`src/rtl/or1200_enc_store_xor_pkg.sv`:
```
// Shared definitions for the store-path encryption unit: LSU op codes,
// controller state encoding and the store alignment rule.
package or1200_enc_store_xor_pkg;

    // LSU store op encodings (mirrors or1200_defines.v)
    localparam logic [3:0] OR1200_LSUOP_SB = 4'b1010;
    localparam logic [3:0] OR1200_LSUOP_SH = 4'b1100;
    localparam logic [3:0] OR1200_LSUOP_SW = 4'b1110;

    // Store controller states
    typedef enum logic [1:0] {
        ST_IDLE     = 2'd0,
        ST_WAIT_PAD = 2'd1,
        ST_XOR      = 2'd2,
        ST_ISSUE    = 2'd3
    } enc_st_state_t;

    // A halfword must sit on an even address and a word on a 4-byte
    // boundary. Bytes and unknown ops never trap.
    function automatic logic is_misaligned(input logic [3:0] op,
                                           input logic [1:0] adr_lo);
        logic mis;
        mis = 1'b0;
        if ((op == OR1200_LSUOP_SH) && adr_lo[0])
            mis = 1'b1;
        if ((op == OR1200_LSUOP_SW) && (adr_lo != 2'b00))
            mis = 1'b1;
        return mis;
    endfunction

endpackage

```
`src/rtl/or1200_enc_store_xor_if.sv`:
```
// Bundle of the LSU store port, the store pad handshake and the dcache
// write port seen by the store encryption unit.
interface or1200_enc_store_xor_if #(
    parameter int DW    = 32,
    parameter int PAD_W = 128
);
    // LSU store request
    logic             st_req_i;
    logic [3:0]       st_op_i;
    logic [DW-1:0]    st_adr_i;
    logic [DW-1:0]    st_dat_i;
    logic [3:0]       st_sel_i;

    // Store pad from the encryption FSM
    logic             pad_valid_i;
    logic [PAD_W-1:0] pad_i;

    // dcache write port
    logic             dc_ack_i;
    logic             dc_req_o;
    logic [DW-1:0]    dc_adr_o;
    logic [DW-1:0]    dc_dat_o;
    logic [3:0]       dc_sel_o;

    // Status back to the pipeline and pad FSM
    logic             pad_consume_o;
    logic             store_stall_o;
    logic             err_o;

    // The encryption unit itself
    modport slave (
        input  st_req_i, st_op_i, st_adr_i, st_dat_i, st_sel_i,
        input  pad_valid_i, pad_i, dc_ack_i,
        output dc_req_o, dc_adr_o, dc_dat_o, dc_sel_o,
        output pad_consume_o, store_stall_o, err_o
    );

    // The surrounding LSU / pad FSM / dcache
    modport master (
        output st_req_i, st_op_i, st_adr_i, st_dat_i, st_sel_i,
        output pad_valid_i, pad_i, dc_ack_i,
        input  dc_req_o, dc_adr_o, dc_dat_o, dc_sel_o,
        input  pad_consume_o, store_stall_o, err_o
    );

endinterface

```
`src/rtl/or1200_enc_pad_align.sv`:
```
// Picks the 32-bit pad word addressed by adr[3:2] out of the 128-bit
// pad and rotates it right by whole bytes so that pad byte 0 of the
// access lines up with the lane the store data occupies.
module or1200_enc_pad_align #(
    parameter int PAD_W = 128,
    parameter int DW    = 32
) (
    input  logic [PAD_W-1:0] pad,
    input  logic [3:0]       adr,
    output logic [DW-1:0]    pad_aligned
);

    localparam int PAD_WORDS = PAD_W / DW;

    logic [DW-1:0] word;

    // Word select: word k lives in pad[DW*k +: DW]
    always_comb begin
        word = '0;
        for (int k = 0; k < PAD_WORDS; k++) begin
            if (adr[3:2] == 2'(k))
                word = pad[k*DW +: DW];
        end
    end

    // Byte rotate right by adr[1:0] bytes
    always_comb begin
        pad_aligned = word;
        case (adr[1:0])
            2'd0: pad_aligned = word;
            2'd1: pad_aligned = {word[7:0],  word[DW-1:8]};
            2'd2: pad_aligned = {word[15:0], word[DW-1:16]};
            2'd3: pad_aligned = {word[23:0], word[DW-1:24]};
            default: pad_aligned = word;
        endcase
    end

endmodule

```
`src/rtl/or1200_enc_store_xor.sv`:
```
// Store-path encryption unit. Latches an LSU store, waits for the store
// pad, XORs the aligned pad onto the enabled bytes and holds the dcache
// write request until it is acknowledged. The pipeline stays stalled for
// the whole operation.
module or1200_enc_store_xor
    import or1200_enc_store_xor_pkg::*;
#(
    parameter int PAD_W = 128,
    parameter int DW    = 32
) (
    input  logic                   clk,
    input  logic                   rst,
    or1200_enc_store_xor_if.slave  bus
);

    enc_st_state_t state;
    enc_st_state_t state_nxt;

    logic [DW-1:0] adr_q;
    logic [DW-1:0] dat_q;
    logic [3:0]    sel_q;
    logic [DW-1:0] enc_q;
    logic          err_q;

    logic          accept;
    logic          misal;
    logic [DW-1:0] pad_al;
    logic [DW-1:0] enc_nxt;

    logic          dc_req;
    logic          pad_consume;
    logic          store_stall;

    // A held request in the cycle of its error pulse is the same store
    // that already trapped, so it is not taken a second time.
    assign accept = (state == ST_IDLE) && bus.st_req_i && !err_q;
    assign misal  = is_misaligned(bus.st_op_i, bus.st_adr_i[1:0]);

    or1200_enc_pad_align #(
        .PAD_W (PAD_W),
        .DW    (DW)
    ) u_pad_align (
        .pad         (bus.pad_i),
        .adr         (adr_q[3:0]),
        .pad_aligned (pad_al)
    );

    // Encrypt only the enabled byte lanes; the rest pass through
    always_comb begin
        enc_nxt = dat_q;
        for (int i = 0; i < 4; i++) begin
            if (sel_q[i])
                enc_nxt[8*i +: 8] = dat_q[8*i +: 8] ^ pad_al[8*i +: 8];
        end
    end

    // State register
    always_ff @(posedge clk or negedge rst) begin
        if (!rst)
            state <= ST_IDLE;
        else
            state <= state_nxt;
    end

    // Next-state and handshake outputs
    always_comb begin
        state_nxt   = state;
        dc_req      = 1'b0;
        pad_consume = 1'b0;
        store_stall = 1'b0;
        case (state)
            ST_IDLE: begin
                if (accept) begin
                    store_stall = 1'b1;
                    if (!misal)
                        state_nxt = bus.pad_valid_i ? ST_XOR : ST_WAIT_PAD;
                end
            end
            ST_WAIT_PAD: begin
                store_stall = 1'b1;
                if (bus.pad_valid_i)
                    state_nxt = ST_XOR;
            end
            ST_XOR: begin
                store_stall = 1'b1;
                state_nxt   = ST_ISSUE;
            end
            ST_ISSUE: begin
                dc_req = 1'b1;
                if (bus.dc_ack_i) begin
                    pad_consume = 1'b1;
                    state_nxt   = ST_IDLE;
                end else begin
                    store_stall = 1'b1;
                end
            end
            default: state_nxt = ST_IDLE;
        endcase
    end

    // Store capture on acceptance; held stable through ISSUE
    always_ff @(posedge clk or negedge rst) begin
        if (!rst) begin
            adr_q <= '0;
            dat_q <= '0;
            sel_q <= '0;
        end else if (accept) begin
            adr_q <= bus.st_adr_i;
            dat_q <= bus.st_dat_i;
            sel_q <= bus.st_sel_i;
        end
    end

    // Encrypted data register, loaded once in XOR so later pad changes
    // cannot disturb the write in flight
    always_ff @(posedge clk or negedge rst) begin
        if (!rst)
            enc_q <= '0;
        else if (state == ST_XOR)
            enc_q <= enc_nxt;
    end

    // Misalignment error pulse, one cycle after the offending request
    always_ff @(posedge clk or negedge rst) begin
        if (!rst)
            err_q <= 1'b0;
        else
            err_q <= accept && misal;
    end

    // The stall is gated by reset so that an LSU request held during
    // reset does not leak through the IDLE term.
    assign bus.dc_req_o      = dc_req;
    assign bus.pad_consume_o = pad_consume;
    assign bus.store_stall_o = store_stall && rst;
    assign bus.dc_adr_o      = adr_q;
    assign bus.dc_dat_o      = enc_q;
    assign bus.dc_sel_o      = sel_q;
    assign bus.err_o         = err_q;

endmodule

```
`src/flat_wrapper.sv`:
```
// flat-port wrapper written by rule: the top's interface ports become plain ports
module or1200_enc_store_xor_flat import or1200_enc_store_xor_pkg::*;
#(
    parameter int PAD_W = 128,
    parameter int DW    = 32
)
  (clk, rst, bus_st_req_i, bus_st_op_i, bus_st_adr_i, bus_st_dat_i, bus_st_sel_i, bus_pad_valid_i, bus_pad_i, bus_dc_ack_i, bus_dc_req_o, bus_dc_adr_o, bus_dc_dat_o, bus_dc_sel_o, bus_pad_consume_o, bus_store_stall_o, bus_err_o);
  or1200_enc_store_xor_if #(.DW(DW), .PAD_W(PAD_W)) bus_i ();
  input  logic clk;
  input  logic rst;
  input wire logic [$bits(bus_i.st_req_i)-1:0] bus_st_req_i;
  input wire logic [$bits(bus_i.st_op_i)-1:0] bus_st_op_i;
  input wire logic [$bits(bus_i.st_adr_i)-1:0] bus_st_adr_i;
  input wire logic [$bits(bus_i.st_dat_i)-1:0] bus_st_dat_i;
  input wire logic [$bits(bus_i.st_sel_i)-1:0] bus_st_sel_i;
  input wire logic [$bits(bus_i.pad_valid_i)-1:0] bus_pad_valid_i;
  input wire logic [$bits(bus_i.pad_i)-1:0] bus_pad_i;
  input wire logic [$bits(bus_i.dc_ack_i)-1:0] bus_dc_ack_i;
  output wire logic [$bits(bus_i.dc_req_o)-1:0] bus_dc_req_o;
  output wire logic [$bits(bus_i.dc_adr_o)-1:0] bus_dc_adr_o;
  output wire logic [$bits(bus_i.dc_dat_o)-1:0] bus_dc_dat_o;
  output wire logic [$bits(bus_i.dc_sel_o)-1:0] bus_dc_sel_o;
  output wire logic [$bits(bus_i.pad_consume_o)-1:0] bus_pad_consume_o;
  output wire logic [$bits(bus_i.store_stall_o)-1:0] bus_store_stall_o;
  output wire logic [$bits(bus_i.err_o)-1:0] bus_err_o;
  assign bus_i.st_req_i = bus_st_req_i;
  assign bus_i.st_op_i = bus_st_op_i;
  assign bus_i.st_adr_i = bus_st_adr_i;
  assign bus_i.st_dat_i = bus_st_dat_i;
  assign bus_i.st_sel_i = bus_st_sel_i;
  assign bus_i.pad_valid_i = bus_pad_valid_i;
  assign bus_i.pad_i = bus_pad_i;
  assign bus_i.dc_ack_i = bus_dc_ack_i;
  assign bus_dc_req_o = bus_i.dc_req_o;
  assign bus_dc_adr_o = bus_i.dc_adr_o;
  assign bus_dc_dat_o = bus_i.dc_dat_o;
  assign bus_dc_sel_o = bus_i.dc_sel_o;
  assign bus_pad_consume_o = bus_i.pad_consume_o;
  assign bus_store_stall_o = bus_i.store_stall_o;
  assign bus_err_o = bus_i.err_o;
  or1200_enc_store_xor #(.PAD_W(PAD_W), .DW(DW)) u_core (.clk(clk), .rst(rst), .bus(bus_i));
endmodule
```
`config.mk`:
```
export PLATFORM = sky130hd
export DESIGN_NAME = or1200_enc_store_xor_flat
export DESIGN_NICKNAME = d
export VERILOG_FILES = /design/src/rtl/or1200_enc_store_xor_pkg.sv /design/src/rtl/or1200_enc_store_xor_if.sv /design/src/rtl/or1200_enc_pad_align.sv /design/src/rtl/or1200_enc_store_xor.sv /design/src/flat_wrapper.sv
export SDC_FILE = /design/constraint.sdc
export NUM_CORES = 1
export LEC_CHECK = 0
export CORE_MARGIN = 5
export CORE_UTILIZATION = 45
export DETAILED_ROUTE_END_ITERATION = 7
export DONT_BUFFER_PORTS = 1
export GPL_ROUTABILITY_DRIVEN = 0
export GPL_TIMING_DRIVEN = 0
export PLACE_DENSITY_LB_ADDON = 0.1
export RECOVER_POWER = 25
export SYNTH_ARGS = -nofsm -noshare
export SYNTH_HDL_FRONTEND = slang
export SYNTH_SLANG_ARGS = --single-unit
```
`constraint.sdc`:
```
create_clock -name clk -period 5.5 [get_ports clk]
set_clock_uncertainty 0.2 [all_clocks]
set_input_delay 1.65 -clock clk [delete_from_list [all_inputs] [get_ports clk]]
set_output_delay 1.65 -clock clk [all_outputs]
set_load 0.005 [all_outputs]
```
==> impl_metrics.json <==
{
  "synth_top_area_share_pct": 41.99,
  "cp_max_fo": 10,
  "dr_wl_met3_mm": 1.835,
  "ys_async_sr_fraction_pct": 100.0,
  "worst_slew_pin_slew_ns": 0.7316,
  "synth.top_cells.by_count": "104 x mux2_2, 103 x dfrtp_1, 62 x mux2i_1",
  "dieHeight_um": 126.8,
  "cts_hold_buffers": 0,
  "n_antenna_cell": 0,
  "grt_pass1_wl_mm": 26.93,
  "crit_start": "bus_st_req_i",
  "synth_area_um2": 6138,
  "hold_path_end": "u_core.dat_q[2]",
  "ios": 277,
  "wl_met2_mm": 9.084,
  "finalCritPeriodShare_pct": 84.18,
  "postCtsSetupRepairBufs": 0,
  "holdPathStages": 1,
  "status": "finished clean",
  "nNetsFinal": 678,
  "via_per_inst": 6.242,
  "htree_levels": 3,
  "hp-class": "flip-flop to flip-flop",
  "cp.required_ns": 3.65,
  "numCtsBuffers": 9,
  "path_clk_slew_ns": 0.06,
  "worstSetupPathType": "input port to output pin",
  "synthToLayoutAreaGrowth_pct": 8.765,
  "max_cap_violations": 0,
  "endpoint_kind": "output pin",
  "ant_nets": 0,
  "synth_edf_count": 0,
  "core_um2": 13300,
  "rsz0062_at_grt": "false",
  "ys.flop_type": "dfrtp_1",
  "die-area_um2": 16080,
  "drt_iter0_drc": 275,
  "path_cells": "nand3b_1 -> clkbuf_1 -> o21ai_0 -> and2_1",
  "p_leak_nw": 2.812,
  "synth_most_common_cell": "mux2_2",
  "setup_viol": 0,
  "drive_gt1_share_pct": 35.52,
  "die_width_um": 126.8,
  "synth.distinct_cells": 34,
  "clk_latency_ns": 0.34,
  "grt_usage_pct": 21.91,
  "drc": 0,
  "timing.fmax_ghz": 0.2160,
  "num-fill-cells": 1217,
  "avgSynthCellArea_um2": 13.40,
  "yosys.area.top_type": "dfrtp_1",
  "ys_top_cells_by_area": "dfrtp_1 42%, mux2_2 19%, mux4_2 11%",
  "cpLargestDelayFamily": "simple AND/OR/NAND/NOR gates",
  "cts.sinks": 103,
  "antenna_found_initial": 2,
  "crit_buf_inv": 1,
  "top_layer": "met5",
  "syn_inst": 458,
  "clockBufferDepth": 2,
  "hold_viol": 0,
  "wl_per_cell_um": 27.27,
  "wl_mm": 17.70,
  "initial_core_util_pct": 46.17,
  "r2r_cells": 7,
  "grt_max_degree": 105,
  "hold_path_startpoint": "u_core.dat_q[2]",
  "critPathMaxStageDelay_ns": 0.46,
  "cts_root_buf": "clkbuf_16",
  "r2r-end": "u_core.bus.dc_dat_o[17]",
  "drv_slew": 0,
  "dp_hpwl_mm": 14.63,
  "cp_slowest_cell": "clkbuf_1",
  "portBuffers": 0,
  "r2r_setup_slack_ns": 2.81,
  "ys_seq_area_share_pct": 41.99,
  "row_count": 42,
  "overflow": 0,
  "grt_pass1_vias": 4504,
  "firstDrtPassIters": 5,
  "cts_resized": 0,
  "r2r_start": "u_core.bus.dc_adr_o[1]",
  "powerDensity_nw_per_um2": 694.0,
  "placed_cells": 634,
  "startpoint_type": "input port",
  "tns_ns": 0,
  "layout_min_cycle_time_ns": 4.630,
  "slew_headroom_pct": 51.23,
  "vdd_drop_max_uv": 294.1,
  "wl_met1_mm": 6.580,
  "stdcell_count": 649,
  "yosysWarnings": 0,
  "synth_seq_cells": 103,
  "cts_tree": "done",
  "worstPathArrival_ns": 2.78,
  "pre_cts_ws_ns": 0.8404,
  "syn_nets": 667,
  "via_count": 4051,
  "worst_slack_ns": 0.8701
}
==> report_power, final <==
part           internal (mW)  total (mW)  switching, mW
clock                  0.400       0.684          0.283
combinational           1.27        2.46           1.19
sequential              1.16        1.49          0.326
==> worst max path at each step <==
stage                                    to  depth (start not counted)
final                     bus_store_stall_o                          4
after floorplan           bus_store_stall_o                          4
after CTS                 bus_store_stall_o                          4
after global routing      bus_store_stall_o                          4
after global placement    bus_store_stall_o                          4
after detailed placement  bus_store_stall_o                          4
==> metrics by stage <==
step / hold WS, ns / instance area [um^2] / util [%] / power [mW]
after floorplan: 0.2933 / 6138 / - / 3.360
after global placement: 0.3076 / 6359 / 47.83 / 3.907
after detailed placement: 0.3153 / 6359 / 47.83 / 3.994
after CTS: 0.3302 / 6676 / 50.22 / 4.691
after global routing: 0.3467 / 6676 / 50.22 / 4.946
final: 0.3299 / 6676 / 50.22 / 4.634
==> worst reg2reg max path, stage by stage, from the launching register on <==
cell and delay (ns):
dfrtp_1 0.39, buf_4 0.25, buf_2 0.27, buf_2 0.32, mux4_2 0.38, o22ai_1 0.37
xor2_1 0.12, mux2_2 0.27
==> kinds of logic after synthesis <==
| kind of cell | synth area share [%] |
|---|---|
| AO/OA/AOI/OAI | 5.993 |
| XOR/XNOR | 4.423 |
| adder cells (fa/ha/maj) | 0.8154 |
| buffers and inverters | 3.404 |
| flip-flops | 41.99 |
| multiplexers | 40.44 |
| AND/OR/NAND/NOR | 2.935 |
==> per-layer routing <==
layer / GRT usage, % / vias to the layer above
met1: 26.75 / 2066
met2: 37.11 / 206
met4: 4.101 / 4
li1: - / 1753
met5: 0 / -
met3: 8.743 / 22
==> sequential cells by signal, indices dropped and copies added, names as in the netlist <==
| register | cells |
|---|---|
| u_core.bus.dc_sel_o | 4 |
| u_core.bus.dc_adr_o | 32 |
| u_core.bus.err_o | 1 |
| u_core.bus.dc_dat_o | 32 |
| u_core.dat_q | 32 |
| u_core.state | 2 |
==> area by class of cell <==
type,count,area [um^2],share of cell area (%)
tap,176,220.2,3.298
buffer,31,183.9,2.755
clock buffer,9,225.2,3.373
inverter,6,25.02,0.3748
sequential,103,2577,38.61
clock inverter,6,92.59,1.387
multi-input combinational,318,3352,50.21
==> cell usage in the layout (no fill, tap or decap), types with 2 or more instances in the layout <==
master	count
a211oi_1	2
a21oi_1	2
a22o_1	4
and2_1	3
buf_2	6
buf_4	2
buf_6	7
bufinv_16	2
clkbuf_1	16
clkbuf_16	9
dfrtp_1	103
ha_1	4
inv_1	5
mux2_2	104
mux2i_1	62
mux4_2	30
nand2_1	7
nand2b_1	10
nor2_1	4
nor2b_1	4
o211ai_1	3
o21ai_0	2
o22ai_1	30
o32ai_1	5
or2_2	2
or3_1	2
xor2_1	30
(Power assumes the default switching activity.)
